[src/rtl/shift_exec_stage_pkg.sv]
// Shared widths and operation encodings for the shift/rotate execute slice.
package shift_exec_stage_pkg;

   localparam int DW = 16;
   localparam int RW = 4;
   localparam int AW = 4;

   typedef enum logic [1:0] {
      SHIFT_SLL  = 2'b00,
      SHIFT_SRA  = 2'b01,
      SHIFT_ROR  = 2'b10,
      SHIFT_PASS = 2'b11
   } shift_op_e;

endpackage

[src/rtl/shift_exec_stage_if.sv]
// Upstream (ID) and downstream (MEM/WB) handshake bundle of the shift stage.
interface shift_exec_stage_if;
   import shift_exec_stage_pkg::*;

   logic            in_valid;
   logic            in_ready;
   shift_op_e       in_op;
   logic [DW-1:0]   in_src;
   logic [AW-1:0]   in_amt;
   logic [RW-1:0]   in_rd;

   logic            out_valid;
   logic            out_ready;
   logic [DW-1:0]   out_result;
   logic [RW-1:0]   out_rd;
   logic            out_z;
   logic            out_n;

   modport master (
      output in_valid, in_op, in_src, in_amt, in_rd, out_ready,
      input  in_ready, out_valid, out_result, out_rd, out_z, out_n
   );

   modport slave (
      input  in_valid, in_op, in_src, in_amt, in_rd, out_ready,
      output in_ready, out_valid, out_result, out_rd, out_z, out_n
   );

endinterface

[src/rtl/shift_exec_stage_ror.sv]
// 16-bit combinational rotate-right unit shared by every shift operation.
module ror
   import shift_exec_stage_pkg::*;
(
   input  logic [DW-1:0] data_i,
   input  logic [AW-1:0] amt_i,
   output logic [DW-1:0] data_o
);

   logic [2*DW-1:0] dbl;

   assign dbl    = {data_i, data_i} >> amt_i;
   assign data_o = dbl[DW-1:0];

endmodule

[src/rtl/shift_exec_stage.sv]
// Two-stage shift/rotate execute slice: S1 holds decoded operands, S2 holds the
// fixed-up result and flags. A single rotator serves SLL, SRA and ROR.
module shift_exec_stage
   import shift_exec_stage_pkg::*;
(
   input  logic                 clk,
   input  logic                 rst,
   input  logic                 flush,
   shift_exec_stage_if.slave    bus
);

   logic            s1_valid_q, s1_valid_d;
   shift_op_e       s1_op_q,    s1_op_d;
   logic [DW-1:0]   s1_src_q,   s1_src_d;
   logic [AW-1:0]   s1_amt_q,   s1_amt_d;
   logic [RW-1:0]   s1_rd_q,    s1_rd_d;

   logic            s2_valid_q, s2_valid_d;
   logic [DW-1:0]   s2_result_q, s2_result_d;
   logic [RW-1:0]   s2_rd_q,    s2_rd_d;
   logic            s2_z_q,     s2_z_d;
   logic            s2_n_q,     s2_n_d;

   logic            adv1, adv2, accept;
   logic [AW-1:0]   rot_amt;
   logic [DW-1:0]   rot_val;
   logic [DW-1:0]   lo_mask, hi_mask;
   logic [DW-1:0]   result;

   assign adv2         = !s2_valid_q | bus.out_ready;
   assign adv1         = !s1_valid_q | adv2;
   assign accept       = bus.in_valid & adv1;
   assign bus.in_ready = adv1;

   // SLL is a right rotate by (16 - n) mod 16 followed by clearing the wrapped low bits
   always_comb begin
      rot_amt = s1_amt_q;
      case (s1_op_q)
         SHIFT_SLL:  rot_amt = AW'(4'd0 - s1_amt_q);
         SHIFT_PASS: rot_amt = '0;
         default:    rot_amt = s1_amt_q;
      endcase
   end

   ror u_ror (
      .data_i (s1_src_q),
      .amt_i  (rot_amt),
      .data_o (rot_val)
   );

   assign lo_mask = {DW{1'b1}} << s1_amt_q;
   assign hi_mask = ~({DW{1'b1}} >> s1_amt_q);

   always_comb begin
      result = s1_src_q;
      case (s1_op_q)
         SHIFT_SLL:  result = rot_val & lo_mask;
         SHIFT_SRA:  result = s1_src_q[DW-1] ? (rot_val | hi_mask) : (rot_val & ~hi_mask);
         SHIFT_ROR:  result = rot_val;
         SHIFT_PASS: result = s1_src_q;
         default:    result = s1_src_q;
      endcase
   end

   always_comb begin
      s1_valid_d  = s1_valid_q;
      s1_op_d     = s1_op_q;
      s1_src_d    = s1_src_q;
      s1_amt_d    = s1_amt_q;
      s1_rd_d     = s1_rd_q;
      s2_valid_d  = s2_valid_q;
      s2_result_d = s2_result_q;
      s2_rd_d     = s2_rd_q;
      s2_z_d      = s2_z_q;
      s2_n_d      = s2_n_q;

      if (adv1) begin
         s1_valid_d = bus.in_valid;
      end
      if (accept) begin
         s1_op_d  = bus.in_op;
         s1_src_d = bus.in_src;
         s1_amt_d = bus.in_amt;
         s1_rd_d  = bus.in_rd;
      end

      // Data only moves when a real beat arrives, so idle outputs stay put
      if (adv2) begin
         s2_valid_d = s1_valid_q;
         if (s1_valid_q) begin
            s2_result_d = result;
            s2_rd_d     = s1_rd_q;
            s2_z_d      = (result == '0);
            s2_n_d      = result[DW-1];
         end
      end

      if (flush) begin
         s1_valid_d = 1'b0;
         s2_valid_d = 1'b0;
      end
   end

   always_ff @(posedge clk) begin
      if (rst) begin
         s1_valid_q  <= 1'b0;
         s1_op_q     <= SHIFT_SLL;
         s1_src_q    <= '0;
         s1_amt_q    <= '0;
         s1_rd_q     <= '0;
         s2_valid_q  <= 1'b0;
         s2_result_q <= '0;
         s2_rd_q     <= '0;
         s2_z_q      <= 1'b0;
         s2_n_q      <= 1'b0;
      end else begin
         s1_valid_q  <= s1_valid_d;
         s1_op_q     <= s1_op_d;
         s1_src_q    <= s1_src_d;
         s1_amt_q    <= s1_amt_d;
         s1_rd_q     <= s1_rd_d;
         s2_valid_q  <= s2_valid_d;
         s2_result_q <= s2_result_d;
         s2_rd_q     <= s2_rd_d;
         s2_z_q      <= s2_z_d;
         s2_n_q      <= s2_n_d;
      end
   end

   assign bus.out_valid  = s2_valid_q;
   assign bus.out_result = s2_result_q;
   assign bus.out_rd     = s2_rd_q;
   assign bus.out_z      = s2_z_q;
   assign bus.out_n      = s2_n_q;

endmodule

[src/flat_wrapper.sv]
// flat-port wrapper written by rule: the top's interface ports become plain ports
module shift_exec_stage_flat import shift_exec_stage_pkg::*;
  (clk, rst, flush, bus_in_valid, bus_in_op, bus_in_src, bus_in_amt, bus_in_rd, bus_out_ready, bus_in_ready, bus_out_valid, bus_out_result, bus_out_rd, bus_out_z, bus_out_n);
  shift_exec_stage_if bus_i ();
  input  logic clk;
  input  logic rst;
  input  logic flush;
  input wire logic [$bits(bus_i.in_valid)-1:0] bus_in_valid;
  input wire logic [$bits(bus_i.in_op)-1:0] bus_in_op;
  input wire logic [$bits(bus_i.in_src)-1:0] bus_in_src;
  input wire logic [$bits(bus_i.in_amt)-1:0] bus_in_amt;
  input wire logic [$bits(bus_i.in_rd)-1:0] bus_in_rd;
  input wire logic [$bits(bus_i.out_ready)-1:0] bus_out_ready;
  output wire logic [$bits(bus_i.in_ready)-1:0] bus_in_ready;
  output wire logic [$bits(bus_i.out_valid)-1:0] bus_out_valid;
  output wire logic [$bits(bus_i.out_result)-1:0] bus_out_result;
  output wire logic [$bits(bus_i.out_rd)-1:0] bus_out_rd;
  output wire logic [$bits(bus_i.out_z)-1:0] bus_out_z;
  output wire logic [$bits(bus_i.out_n)-1:0] bus_out_n;
  assign bus_i.in_valid = bus_in_valid;
  assign bus_i.in_op = bus_in_op;
  assign bus_i.in_src = bus_in_src;
  assign bus_i.in_amt = bus_in_amt;
  assign bus_i.in_rd = bus_in_rd;
  assign bus_i.out_ready = bus_out_ready;
  assign bus_in_ready = bus_i.in_ready;
  assign bus_out_valid = bus_i.out_valid;
  assign bus_out_result = bus_i.out_result;
  assign bus_out_rd = bus_i.out_rd;
  assign bus_out_z = bus_i.out_z;
  assign bus_out_n = bus_i.out_n;
  shift_exec_stage u_core (.clk(clk), .rst(rst), .flush(flush), .bus(bus_i));
endmodule
[config.mk]
export PLATFORM = sky130hd
export DESIGN_NAME = shift_exec_stage_flat
export DESIGN_NICKNAME = d
export VERILOG_FILES = /design/src/rtl/shift_exec_stage_pkg.sv /design/src/rtl/shift_exec_stage_if.sv /design/src/rtl/shift_exec_stage_ror.sv /design/src/rtl/shift_exec_stage.sv /design/src/flat_wrapper.sv
export SDC_FILE = /design/constraint.sdc
export NUM_CORES = 1
export LEC_CHECK = 0
export BUFFER_PORTS_ARGS = -buffer_cell sky130_fd_sc_hd__buf_2
export CAP_MARGIN = 20
export CORE_ASPECT_RATIO = 1.1
export CORE_MARGIN = 3
export CORE_UTILIZATION = 50
export CTS_CLUSTER_SIZE = 14
export DETAILED_ROUTE_END_ITERATION = 10
export PLACE_DENSITY = 0.72
export SETUP_SLACK_MARGIN = 0.2
export SKIP_CTS_REPAIR_TIMING = 1
export SLEW_MARGIN = 20
export SYNTH_ARGS = -nofsm -noshare
export SYNTH_HDL_FRONTEND = slang
export SYNTH_HIERARCHICAL = 1
export SYNTH_SLANG_ARGS = --single-unit
[constraint.sdc]
create_clock -name clk -period 6.2 [get_ports clk]
set_clock_uncertainty 0.15 [all_clocks]
set_input_delay 1.24 -clock clk [delete_from_list [all_inputs] [get_ports clk]]
set_output_delay 1.24 -clock clk [all_outputs]
set_load 0.02 [all_outputs]
# [After elaboration in Yosys (flattened, before gate mapping)]
# Index checks and enable logic that the tools add are counted.
[op_classes] addsub=1 n_eq_ne=3 shift=3 mux=3 bitwise=8 n_reduce_logical=6
[ops] cell="case mux 16 bit (4 select lines)" count=1
[ops] cell="bitwise AND 16 bit" count=2
[ops] cell="inverter 16 bit" count=2
[ops] cell="right shift 32 x 4 -> 16 bit" count=1
[ops] cell="zero test 16 bit" count=1
[ops] cell="two-way mux 16 bit" count=1
[ops] cell="OR 16 bit" count=1
[ops] cell="left shift 16 x 4 -> 16 bit, first input constant" count=1
[ops] cell="right shift 16 x 4 -> 16 bit, first input constant" count=1
[ops] cell="case mux 4 bit (2 select lines)" count=1
[ops] cell="== test 2 bit, second input constant" count=2
[ops] cell="subtractor 1 x 4 -> 4 bit, first input constant" count=1
[ops] cell="== test 2 x 1 -> 1 bit, second input constant" count=1
[ops] cell="zero test 1 bit" count=2
[ops] cell="zero test 2 bit" count=1
[ops] cell="OR 1 bit" count=2
[ops] cell="AND reduction 2 bit" count=1
[ops] cell="OR reduction 2 bit" count=1
[ops] cell="bitwise AND 1 bit" count=1
[word_totals] ff_bits=50

# [Logic depth before layout (Yosys ltp)]
# Gate-level depths: netlist of the first run.
[logic_depth] depth_word=7 mapped_depth=17 mapped_depth_nobuf=13

# [Cells and area by module]
# The synthesis of the first run kept the hierarchy.
[by_module_without_submodules] mod="shift_exec_stage" instances=1 cells_per_inst=351 area_each_um2=2577.5 seq_area_each_um2=980.9
[by_module_without_submodules] mod="ror" instances=1 cells_per_inst=40 area_each_um2=824.5 seq_area_each_um2=0.0

# [Worst setup path after synthesis of the first run]
# Ideal clock, no wire load.
[synth_path] path_type="reg2reg" from="register u_core.s1_op_q[0]" to="register u_core.s2_z_q, in the netlist u_core/bus.out_z" setup_time_ns=0.061 arrival_time_ns=4.120 required_time_ns=5.989 slack_ns=1.869 stages_incl_launch_ff=18 n_path_buf=5 synth_period_minus_slack_ns=4.331 path_cell_list="dfxtp_1 -> inv_1 -> ha_1 -> clkbuf_1 -> clkbuf_1 -> clkbuf_1 -> nand2_1 -> o21ai_0 -> buf_6 -> buf_12 -> mux4_2 -> mux4_2 -> and2_1 -> a31oi_1 -> a32oi_1 -> or4_1 -> nor4_1 -> a32o_1"
[synth_via] elab_chain_len=7 elab_cells_between_ends=12
[synth_lines] item="start: declaration" line="shift_exec_stage.sv:13" source="shift_op_e s1_op_q, s1_op_d;"
[synth_lines] item="start signal: assignment" line="shift_exec_stage.sv:118" source="s1_op_q <= s1_op_d;"
[synth_lines] item="== test 2 bit or zero test 2 bit (tied branches)" line="shift_exec_stage.sv:38" source="case (s1_op_q)"
[synth_lines] item="case mux 4 bit (2 select lines) (*)" line="shift_exec_stage.sv:38"
[synth_lines] item="via u_core.rot_amt[1]" line="shift_exec_stage.sv:25" source="logic [AW-1:0] rot_amt;"
[synth_lines] item="right shift 32 x 4 -> 16 bit (*)" line="shift_exec_stage_ror.sv:12" source="assign dbl = {data_i, data_i} >> amt_i;"
[synth_lines] item="via u_core.rot_val[12]" line="shift_exec_stage.sv:26" source="logic [DW-1:0] rot_val;"
[synth_lines] item="bitwise AND 16 bit or OR 16 bit (tied branches)" line="shift_exec_stage.sv:58" source="SHIFT_SRA: result = s1_src_q[DW-1] ? (rot_val | hi_mask) : (rot_val & ~hi_mask);"
[synth_lines] item="two-way mux 16 bit" line="shift_exec_stage.sv:58"
[synth_lines] item="case mux 16 bit (4 select lines) (*)" line="shift_exec_stage.sv:56" source="case (s1_op_q)"
[synth_lines] item="zero test 16 bit (*)" line="shift_exec_stage.sv:93" source="s2_z_d = (result == '0);"
[synth_lines] item="end signal: assignment" line="shift_exec_stage.sv:125" source="s2_z_q <= s2_z_d;"
[synth_lines] item="end: declaration" line="shift_exec_stage.sv:21" source="logic s2_z_q, s2_z_d;"
# Mark *: on every way through the listed nets, which the timed path passes. The rest lies on a longest branch.
# A chain may end at the register's enable or synchronous reset.

# [Worst setup path after layout of the first run]
# Same ends and word-level chain as after synthesis.

==> impl_metrics.json, run 1 <==
{
  "core_area_mm2": 0.00638,
  "vdd.ir_drop.worst_mv": 0.143,
  "fin_setup_tns_ps": 0,
  "power.leakage_nw": 1.46,
  "critPathLaunchType": "flop",
  "synth_edf_count": 0,
  "min_from": "u_core/bus.out_result[7]",
  "rrSetupSlack_ps": 1620,
  "grt_max_degree": 50,
  "stdcell_count": 501,
  "post-dp-hpwl_um": 6260,
  "drtAntennaViolNets": 0,
  "fmax_mhz": 218,
  "hold_class": "reg2reg",
  "synthArstFlopShare_pct": 0,
  "drv_slew": 0,
  "r2r_end": "u_core/bus.out_z",
  "die_area_mm2": 0.00783,
  "drive_above_1_share_pct": 21.9,
  "drtIter0Drc": 332,
  "fin_util_pct": 58.7,
  "reg2reg_from": "u_core/s1_op_q[0]",
  "cap_violations": 0,
  "syn_area_mm2": 0.00340,
  "gp_congestion": 0.940,
  "setup_viol": 0,
  "ioPinCount": 55,
  "viasPerCell": 6.24,
  "p_int_uw": 556,
  "diodes": 0,
  "antenna_found_initial": 0,
  "final_area_mm2": 0.00374,
  "syn_to_final_growth_pct": 10.0,
  "crit_type": "reg2reg",
  "synth_top_cell_area_share_pct": 28.8,
  "num_rows": 30,
  "ys_ff_latch": 49,
  "numCtsBuffers": 5,
  "synth_area_leaders": "dfxtp_1 (29%), mux4_2 (13%), nand2_1 (11%)",
  "clkLatencyLatePin_ps": 290,
  "clockRootBuffer": "clkbuf_8",
  "seqPwrFrac_pct": 43.2,
  "cts_tree": "built",
  "clock-sinks": 49,
  "routedWlPerCell_um": 16.7,
  "holdPathStages": 2,
  "cts_buffer_depth": 2,
  "ys_warn_count": 6,
  "num_vias": 3125,
  "crit_slowest_cell": "mux4_1",
  "min_to": "u_core/bus.out_result[7]",
  "final_cell_mix": "nand2_1 (102), buf_2 (54), a21oi_1 (52), dfxtp_1 (49), mux4_2 (20)",
  "cp_data_required_time_ps": 6290,
  "layout_commonest_cell": "nand2_1",
  "relSlewSlack_pct": 43.8,
  "portBuffers": 54,
  "switching_share_pct": 31.1,
  "p_sw_uw": 251,
  "slowest_delay_ps": 650,
  "ys_types": 43,
  "placed_cell_area_mm2": 0.00363,
  "crit_chain": "inv_1 > ha_2 > nor2b_1 > inv_1 > o32ai_2 > buf_4 > mux4_1 > mux4_2 > a32oi_1 > a32oi_1 > or4_1 > nor4_1 > a32o_1",
  "whs_ps": 306,
  "clk_pin_slew_ps": 90,
  "r2r.worst_path.cells": 13,
  "ys.flop_type": "dfxtp_1",
  "clockPowerShare_pct": 28.1,
  "overflow": 0,
  "yosysTopAreaCell": "dfxtp_1",
  "cellPowerDensity_mw_per_mm2": 216,
  "syn_area_per_cell_um2": 8.70,
  "routed_wl_um": 8380,
  "syn_inst": 391,
  "synthesis.nets": 430,
  "final.period_utilization_pct": 73.9,
  "fin_crit_ps": 4580,
  "end_kind": "flop",
  "worst_slew_pin_slew_ps": 842,
  "drtPass1Iterations": 5,
  "die_w_um": 84.6,
  "nets": 459,
  "rsz0062_at_grt": "no",
  "grt_pass1_wl_um": 14100,
  "status": "finished clean",
  "ys_seq_area_share_pct": 28.8,
  "combPwrFrac_pct": 28.7,
  "htree_levels": 2,
  "grt_pass1_vias": 2888,
  "grt_usage_pct": 21.7,
  "path_max_fanout": 35,
  "dp_cells": 493,
  "cp.arrival_ps": 4670,
  "drc": 0,
  "die_h_um": 92.5,
  "hold_violations": 0,
  "initial_core_util_pct": 53.3
}
-- layer usage --
metal	wire (um)	share of wire (%)	up-vias	global-route usage (%)
met3	519	6.2	12	3.91
met5	0	0	-	0
met4	94	1.1	0	4.49
met1	3690	44	1485	29.8
met2	4080	49	128	36.2
li1	-	-	1500	-
-- registers in the layout, summed over array words and instances (netlist names) --
register	count
u_core/s1_rd_q	4
u_core/bus.out_result	16
u_core/s1_op_q	2
u_core/bus.out_rd	4
u_core/s1_src_q	16
u_core/bus.out_valid	1
u_core/bus.out_z	1
u_core/s1_valid_q	1
u_core/s1_amt_q	4
-- area by class of cell --
type / instances / area (um^2)
clock buffer: 5 / 68.8
clock inverter: 3 / 43.8
sequential: 49 / 981
fill: 589 / 2640
tap: 80 / 100
multi-input combinational: 297 / 2220
timing repair buffer: 58 / 300
inverter: 9 / 33.8
-- critical path, delay by kind of cell, from the launching register on --
kind,cells,cell delay (ps)
fa+ha+maj,1,600
mux,2,1180
buf+inv,3,430
simple gates,3,1150
compound gates,4,660
flops,1,350
-- worst max path at each step --
stage                            startpoint                to  slack (ps)
final                     u_core/s1_op_q[0]  u_core/bus.out_z        1620
after floorplan           u_core/s1_op_q[0]  u_core/bus.out_z        1870
after global routing      u_core/s1_op_q[1]  u_core/bus.out_z        1310
after detailed placement  u_core/s1_op_q[0]  u_core/bus.out_z        1340
after global placement    u_core/s1_op_q[0]  u_core/bus.out_z        1460
after CTS                 u_core/s1_op_q[0]  u_core/bus.out_z        1300
-- cell usage after synthesis (all sizes together), types with 4 or more instances --
master  instances
a211oi          5
a21oi          52
a221oi          7
a31oi           4
a32o            4
a32oi           6
and2            6
buf            13
clkbuf         23
dfxtp          49
ha              8
inv             9
mux2            7
mux4           32
nand2         102
nand3           8
nor2           15
nor3            6
o21ai          11
-- per-stage QoR --
stage	total power, mW	worst slack (ps)
final	0.807	1620
after global routing	0.855	1310
after CTS	0.810	1300
after detailed placement	0.584	1340
after global placement	0.581	1460
after floorplan	0.531	1870
-- cells by family (layout without fill, tap and decap cells) --
group           after synthesis  after routing  share of synthesized area [%]
flops                        49             49                           28.8
mux                          39             39                           24.8
fa+ha+maj                     8              8                           2.94
simple gates                151            151                           18.8
buf+inv                      45             75                           6.33
compound gates               99             99                           18.2
-- power groups by stage --
| stage | registers [mW] | clock network [mW] | logic, mW |
|---|---|---|---|
| after CTS | 0.348 | 0.232 | 0.229 |
| after floorplan | 0.352 | 0 | 0.179 |
| final | 0.349 | 0.227 | 0.231 |
| after global routing | 0.352 | 0.250 | 0.253 |
| after global placement | 0.355 | 0 | 0.226 |
| after detailed placement | 0.356 | 0 | 0.229 |
Power figures use the tool's default switching activity.
==> inputs of run 2 (changes only) <==
--- a/config.mk
+++ b/config.mk
@@ -12,7 +12,7 @@
 export CORE_UTILIZATION = 50
 export CTS_CLUSTER_SIZE = 14
 export DETAILED_ROUTE_END_ITERATION = 10
-export PLACE_DENSITY = 0.72
+export PLACE_DENSITY = 0.75
 export SETUP_SLACK_MARGIN = 0.2
 export SKIP_CTS_REPAIR_TIMING = 1
 export SLEW_MARGIN = 20
==> constraint.sdc (replaced) <==
create_clock -name clk -period 3.7 [get_ports clk]
set_clock_uncertainty 0.15 [all_clocks]
set_input_delay 0.74 -clock clk [delete_from_list [all_inputs] [get_ports clk]]
set_output_delay 0.74 -clock clk [all_outputs]
set_load 0.02 [all_outputs]
==> run 2 against run 1 <==
Net effect: the run now ends with negative setup slack left; largest power group unchanged; first-iteration DRC count up 18%; critical path depth is the same; highest routed layer unchanged; maximum frequency grew 20%; die area unchanged; non-clock buffer count rose by 43.
==> impl_metrics.json, run 2 (synthesized netlist as in run 1, its figures left out) <==
{
  "relSlewSlack_pct": 42.9,
  "cellPowerDensity_mw_per_mm2": 361,
  "setup_viol": 2,
  "vdd.ir_drop.worst_mv": 0.231,
  "status": "finished with violations",
  "cp_data_required_time_ps": 3810,
  "diodes": 0,
  "portBuffers": 54,
  "die_h_um": 92.5,
  "crit_family": "multiplexers",
  "die_w_um": 84.6,
  "violations": "negative setup slack",
  "postLayoutSetupSlackWorst_ps": -117,
  "viasPerCell": 6.16,
  "final.period_utilization_pct": 103,
  "cap_violations": 0,
  "crit_chain": "inv_2 > ha_4 > nor2b_4 > inv_2 > o32ai_4 > buf_12 > mux4_2 > mux4_2 > a32oi_1 > a32oi_1 > or4_4 > nor4_2 > a32o_1",
  "grt_pass1_vias": 3020,
  "clockRootBuffer": "clkbuf_8",
  "fillers": 555,
  "post-dp-hpwl_um": 6640,
  "clock-sinks": 49,
  "power.leakage_nw": 1.67,
  "p_total_mw": 1.51,
  "clk_pin_slew_ps": 100,
  "min_from": "u_core/s1_rd_q[1]",
  "drc": 0,
  "routed_wl_um": 9490,
  "numCtsBuffers": 5,
  "worst-path-buf-inv": 3,
  "end_kind": "flop",
  "clkLatencyLatePin_ps": 310,
  "nets": 502,
  "cp.arrival_ps": 3930,
  "fmax_mhz": 262,
  "num_rows": 30,
  "cts_buffer_depth": 2,
  "fin_setup_tns_ps": -132,
  "num_vias": 3351,
  "core_area_mm2": 0.00638,
  "slowest_delay_ps": 560,
  "worst_slew_pin_slew_ps": 856,
  "multi_input_area_mm2": 0.00227,
  "crit_slowest_cell": "or4_4",
  "syn_to_final_growth_pct": 22.8,
  "crit_start": "u_core/s1_op_q[1]",
  "rsz0062_at_grt": "yes",
  "overflow": 0,
  "hold_class": "reg2reg",
  "gp_congestion": 0.997,
  "routedWlPerCell_um": 17.4,
  "antenna_found_initial": 0,
  "die_area_mm2": 0.00783,
  "fin_crit_ps": 3820,
  "grt_usage_pct": 23.1,
  "ioPinCount": 55,
  "drtPass1Iterations": 5,
  "crit_type": "reg2reg",
  "critPathLaunchType": "flop",
  "grt_max_degree": 38,
  "cts_tree": "built",
  "path_max_fanout": 8,
  "regArea_um2": 986,
  "layout_commonest_cell": "nand2_1",
  "initial_core_util_pct": 53.3,
  "drv_slew": 0,
  "reg2reg_from": "u_core/s1_op_q[1]",
  "htree_levels": 2,
  "drive_above_1_share_pct": 35.3,
  "final_cell_mix": "nand2_1 (101), buf_2 (54), a21oi_1 (51), dfxtp_1 (45), buf_4 (40)",
  "drtIter0Drc": 392,
  "grt_pass1_wl_um": 14700,
  "hold_violations": 0,
  "drtAntennaViolNets": 0
}
## run 2: cell count changes in the layout (fill, tap and decap cells not counted), moves of 2 or more
cell,previous run,this run
buf_4,4,40
mux4_1,12,3
mux4_2,20,29
buf_6,0,5
a221oi_1,7,3
a221oi_2,0,4
dfxtp_1,49,45
dfxtp_2,0,4
inv_1,9,6
inv_2,0,3
mux2_4,0,3
mux2_1,4,2
## run 2: layout make-up
type / instances / area share [%]
clock buffer: 5 / 1.65
clock inverter: 3 / 1.05
inverter: 9 / 0.809
multi-input combinational: 297 / 54.4
sequential: 49 / 23.6
tap: 80 / 2.40
timing repair buffer: 101 / 16.1
## run 2: power breakdown
group / internal [mW] / switching, mW
sequential: 0.552 / 0.0302
clock: 0.203 / 0.198
combinational: 0.270 / 0.254
## run 2: path summary, 6_finish.rpt
path                                to  slack (ps)  depth (start not counted)
setup / recovery      u_core/bus.out_z        -120                         13
hold / removal    u_core/bus.out_rd[1]         300                          2
setup reg to reg      u_core/bus.out_z        -120                         13
hold reg to reg   u_core/bus.out_rd[1]         300                          2
## run 2: per-stage QoR
step           area (um^2)  worst slack, ps  hold WS, ps  utilization (%)  instances
2_1_floorplan         3430            -68.4          282                -        391
3_3_place_gp          3870            -62.1          289             60.7        525
3_5_place_dp          3870             -125          294             60.7        525
4_1_cts               3990             -141          308             62.5        533
5_1_grt               4180             -184          326             65.5        544
6_report              4180             -117          303             65.5        544
## run 2: per-layer routing
layer	part of all wire, %	track usage (%)	vias to the layer above
met5	0	0	-
met4	2.0	7.52	0
met3	7.9	4.00	21
met2	50	37.7	176
met1	41	31.0	1579
li1	-	-	1575
## run 2: tightest hold or removal path, cell delays in order, from the launching register on
cell and delay, ps:
dfxtp_1 320, nand2_1 50, a21oi_1 50
==> inputs of run 3 (changes only) <==
--- a/config.mk
+++ b/config.mk
@@ -7,16 +7,14 @@
 export LEC_CHECK = 0
 export BUFFER_PORTS_ARGS = -buffer_cell sky130_fd_sc_hd__buf_2
 export CAP_MARGIN = 20
-export CORE_ASPECT_RATIO = 1.1
 export CORE_MARGIN = 3
 export CORE_UTILIZATION = 50
 export CTS_CLUSTER_SIZE = 14
 export DETAILED_ROUTE_END_ITERATION = 10
-export PLACE_DENSITY = 0.75
+export PLACE_DENSITY = 0.74
 export SETUP_SLACK_MARGIN = 0.2
 export SKIP_CTS_REPAIR_TIMING = 1
 export SLEW_MARGIN = 20
 export SYNTH_ARGS = -nofsm -noshare
 export SYNTH_HDL_FRONTEND = slang
-export SYNTH_HIERARCHICAL = 1
 export SYNTH_SLANG_ARGS = --single-unit
==> run 3 against run 2 <==
Net effect: the run now ends clean; first-iteration DRC count up 11%; sequential cell count unchanged; routed wire length grew 19%; non-clock buffer count shrank 38; sequential share of layout area grew 1.1 points; register-to-register slack improved by 580 ps; global-route usage up 4.2 points; power shrank 7.4%; clock power decreased by 17%; worst setup slack gained 580 ps; hold slack improved by 1.3 ps; critical path type unchanged; largest cell class unchanged; highest routed layer unchanged.
==> impl_metrics.json, run 3 <==
{
  "die_area_mm2": 0.00821,
  "yosysTopAreaCell": "dfxtp_1",
  "htree_levels": 2,
  "post-dp-hpwl_um": 8350,
  "slowest_delay_ps": 500,
  "status": "finished clean",
  "overflow": 0,
  "grt_max_degree": 51,
  "final_cell_mix": "nand2_1 (107), a21oi_1 (54), buf_2 (54), dfxtp_1 (49)",
  "cp_data_required_time_ps": 3790,
  "fin_util_pct": 57.8,
  "multi_input_area_mm2": 0.00240,
  "min_from": "u_core.s1_rd_q[0]",
  "crit_family": "simple AND/OR/NAND/NOR gates",
  "ys_warn_count": 0,
  "numCtsBuffers": 5,
  "synth_edf_count": 0,
  "routedWlPerCell_um": 18.2,
  "cp.arrival_ps": 3330,
  "power.leakage_nw": 1.68,
  "fin_crit_ps": 3240,
  "portBuffers": 54,
  "worst-path-buf-inv": 1,
  "p_sw_uw": 529,
  "hold_class": "reg2reg",
  "fin_setup_tns_ps": 0,
  "crit_slowest_cell": "ha_2",
  "viasPerCell": 6.21,
  "end_kind": "flop",
  "clkLatencyLatePin_ps": 310,
  "cts_buffer_depth": 2,
  "gp_congestion": 1.02,
  "crit_chain": "inv_1 > ha_2 > and3b_1 > a2111oi_2 > nor3_1 > or4_1 > o311a_1 > a211oi_2 > nand4_1 > o31ai_2",
  "relSlewSlack_pct": 42.2,
  "num_vias": 3841,
  "clockPowerShare_pct": 23.9,
  "regArea_um2": 981,
  "grt_usage_pct": 27.3,
  "crit_start": "u_core.s1_op_q[0]",
  "core_area_mm2": 0.00687,
  "clk_pin_slew_ps": 100,
  "yosys-top-cells-count": "nand2_1 (108), a21oi_1 (54), dfxtp_1 (49)",
  "max_flop_register": "u_core.s1_src_q",
  "setup_viol": 0,
  "synth_top_cell_area_share_pct": 27.4,
  "num_rows": 30,
  "layout_commonest_cell": "nand2_1",
  "critPathLaunchType": "flop",
  "worst_slew_pin_slew_ps": 867,
  "die_h_um": 90.6,
  "cellPowerDensity_mw_per_mm2": 352,
  "path_max_fanout": 17,
  "drc": 0,
  "drtIter0Drc": 435,
  "grt_pass1_wl_um": 18200,
  "ys_types": 59,
  "syn_to_final_growth_pct": 10.9,
  "ys_seq_area_share_pct": 27.4,
  "antenna_found_initial": 0,
  "vdd.ir_drop.worst_mv": 0.199,
  "clockRootBuffer": "clkbuf_8",
  "drv_slew": 0,
  "syn_area_mm2": 0.00358,
  "ys_ff_latch": 49,
  "syn_area_per_cell_um2": 7.25,
  "drtPass1Iterations": 6,
  "nets": 562,
  "synth_area_leaders": "dfxtp_1 (27%), nand2_1 (11%), a21oi_1 (7.5%)",
  "diodes": 0,
  "cap_violations": 0,
  "syn_inst": 494,
  "ys.flop_type": "dfxtp_1",
  "drtAntennaViolNets": 0,
  "routed_wl_um": 11300,
  "die_w_um": 90.6,
  "crit_type": "reg2reg",
  "seqPwrFrac_pct": 41.6,
  "final.period_utilization_pct": 87.6,
  "reg2reg_from": "u_core.s1_op_q[0]",
  "combPwrFrac_pct": 34.4,
  "fmax_mhz": 309,
  "drive_above_1_share_pct": 17.6,
  "yosys.cell_count.top_type": "nand2_1",
  "ioPinCount": 55,
  "synthArstFlopShare_pct": 0,
  "hold_violations": 0,
  "cts_tree": "built",
  "initial_core_util_pct": 52.1,
  "p_int_uw": 866,
  "grt_pass1_vias": 3458,
  "rsz0062_at_grt": "no",
  "switching_share_pct": 37.9,
  "synthesis.nets": 534,
  "largest_reg_flops": 16,
  "clock-sinks": 49,
  "fillers": 697
}
[run 3: cell count changes after synthesis, moves of 5 or more]
| cell | previous run | this run |
|---|---|---|
| mux2i_1 | 0 | 25 |
| mux4_2 | 20 | 0 |
| o21ai_0 | 9 | 27 |
| mux4_1 | 12 | 0 |
| nor2_1 | 15 | 27 |
| nor3_1 | 6 | 16 |
| a22oi_1 | 0 | 9 |
| o211a_1 | 0 | 8 |
| clkbuf_1 | 23 | 30 |
| nand2_1 | 102 | 108 |
| nand4_1 | 1 | 6 |
| o21a_1 | 1 | 6 |
[run 3: final timing paths]
path,endpoint,cells after the start,slack (ps)
setup / recovery,u_core.bus.out_z,10,460
hold / removal,u_core.bus.out_rd[0],2,300
setup reg to reg,u_core.bus.out_z,10,460
hold reg to reg,u_core.bus.out_rd[0],2,300
[run 3: cells by family (layout without fill, tap and decap cells)]
kind of cell               Yosys count  count (layout)  synth area share, %
muxes                               29              29                 8.25
DFF                                 49              49                 27.4
and+or+nand+nor                    200             200                 25.4
AOI/OAI and AO/OA                  156             156                 29.4
adders and majority gates            9               9                 3.15
buffers and inverters               51              80                 6.43
[run 3: final cells by class]
| cell class | instances | area share (%) |
|---|---|---|
| clock inverters | 2 | 0.347 |
| multi-input cells | 394 | 60.4 |
| inverters | 9 | 0.851 |
| flip-flops and latches | 49 | 24.7 |
| well taps | 96 | 3.03 |
| repair buffers | 63 | 8.83 |
| clock buffers | 6 | 1.83 |
[run 3: power by group through the flow]
stage	clock [mW]	sequential, mW	combinational, mW
floorplan	0	0.588	0.340
global placement	0	0.591	0.457
detailed placement	0	0.591	0.460
CTS	0.344	0.579	0.461
global route	0.360	0.583	0.522
finish	0.334	0.581	0.480
[run 3: worst min-delay path, cell delays in order (launching register included)]
cell and delay, ps:
dfxtp_1 320, nand2_1 50, a21oi_1 50
[run 3: per-layer routing]
layer  global-route usage [%]  up-vias  wire length, um
met1                     38.3     1746             4990
li1                         -     1840                -
met3                     4.42       44              981
met2                     41.2      211             4830
met4                     12.0        0              466
met5                        0        -                0
[run 3: through the flow]
stage / instance area, um^2 / setup WS, ps / std cells / hold slack, ps / total power, mW
finish: 3970 / 459 / 619 / 305 / 1.40
global route: 3970 / 288 / 619 / 325 / 1.46
CTS: 3940 / 272 / 619 / 308 / 1.38
detailed placement: 3850 / 293 / 611 / 293 / 1.05
global placement: 3850 / 361 / 611 / 289 / 1.05
floorplan: 3580 / 619 / 494 / 282 / 0.928
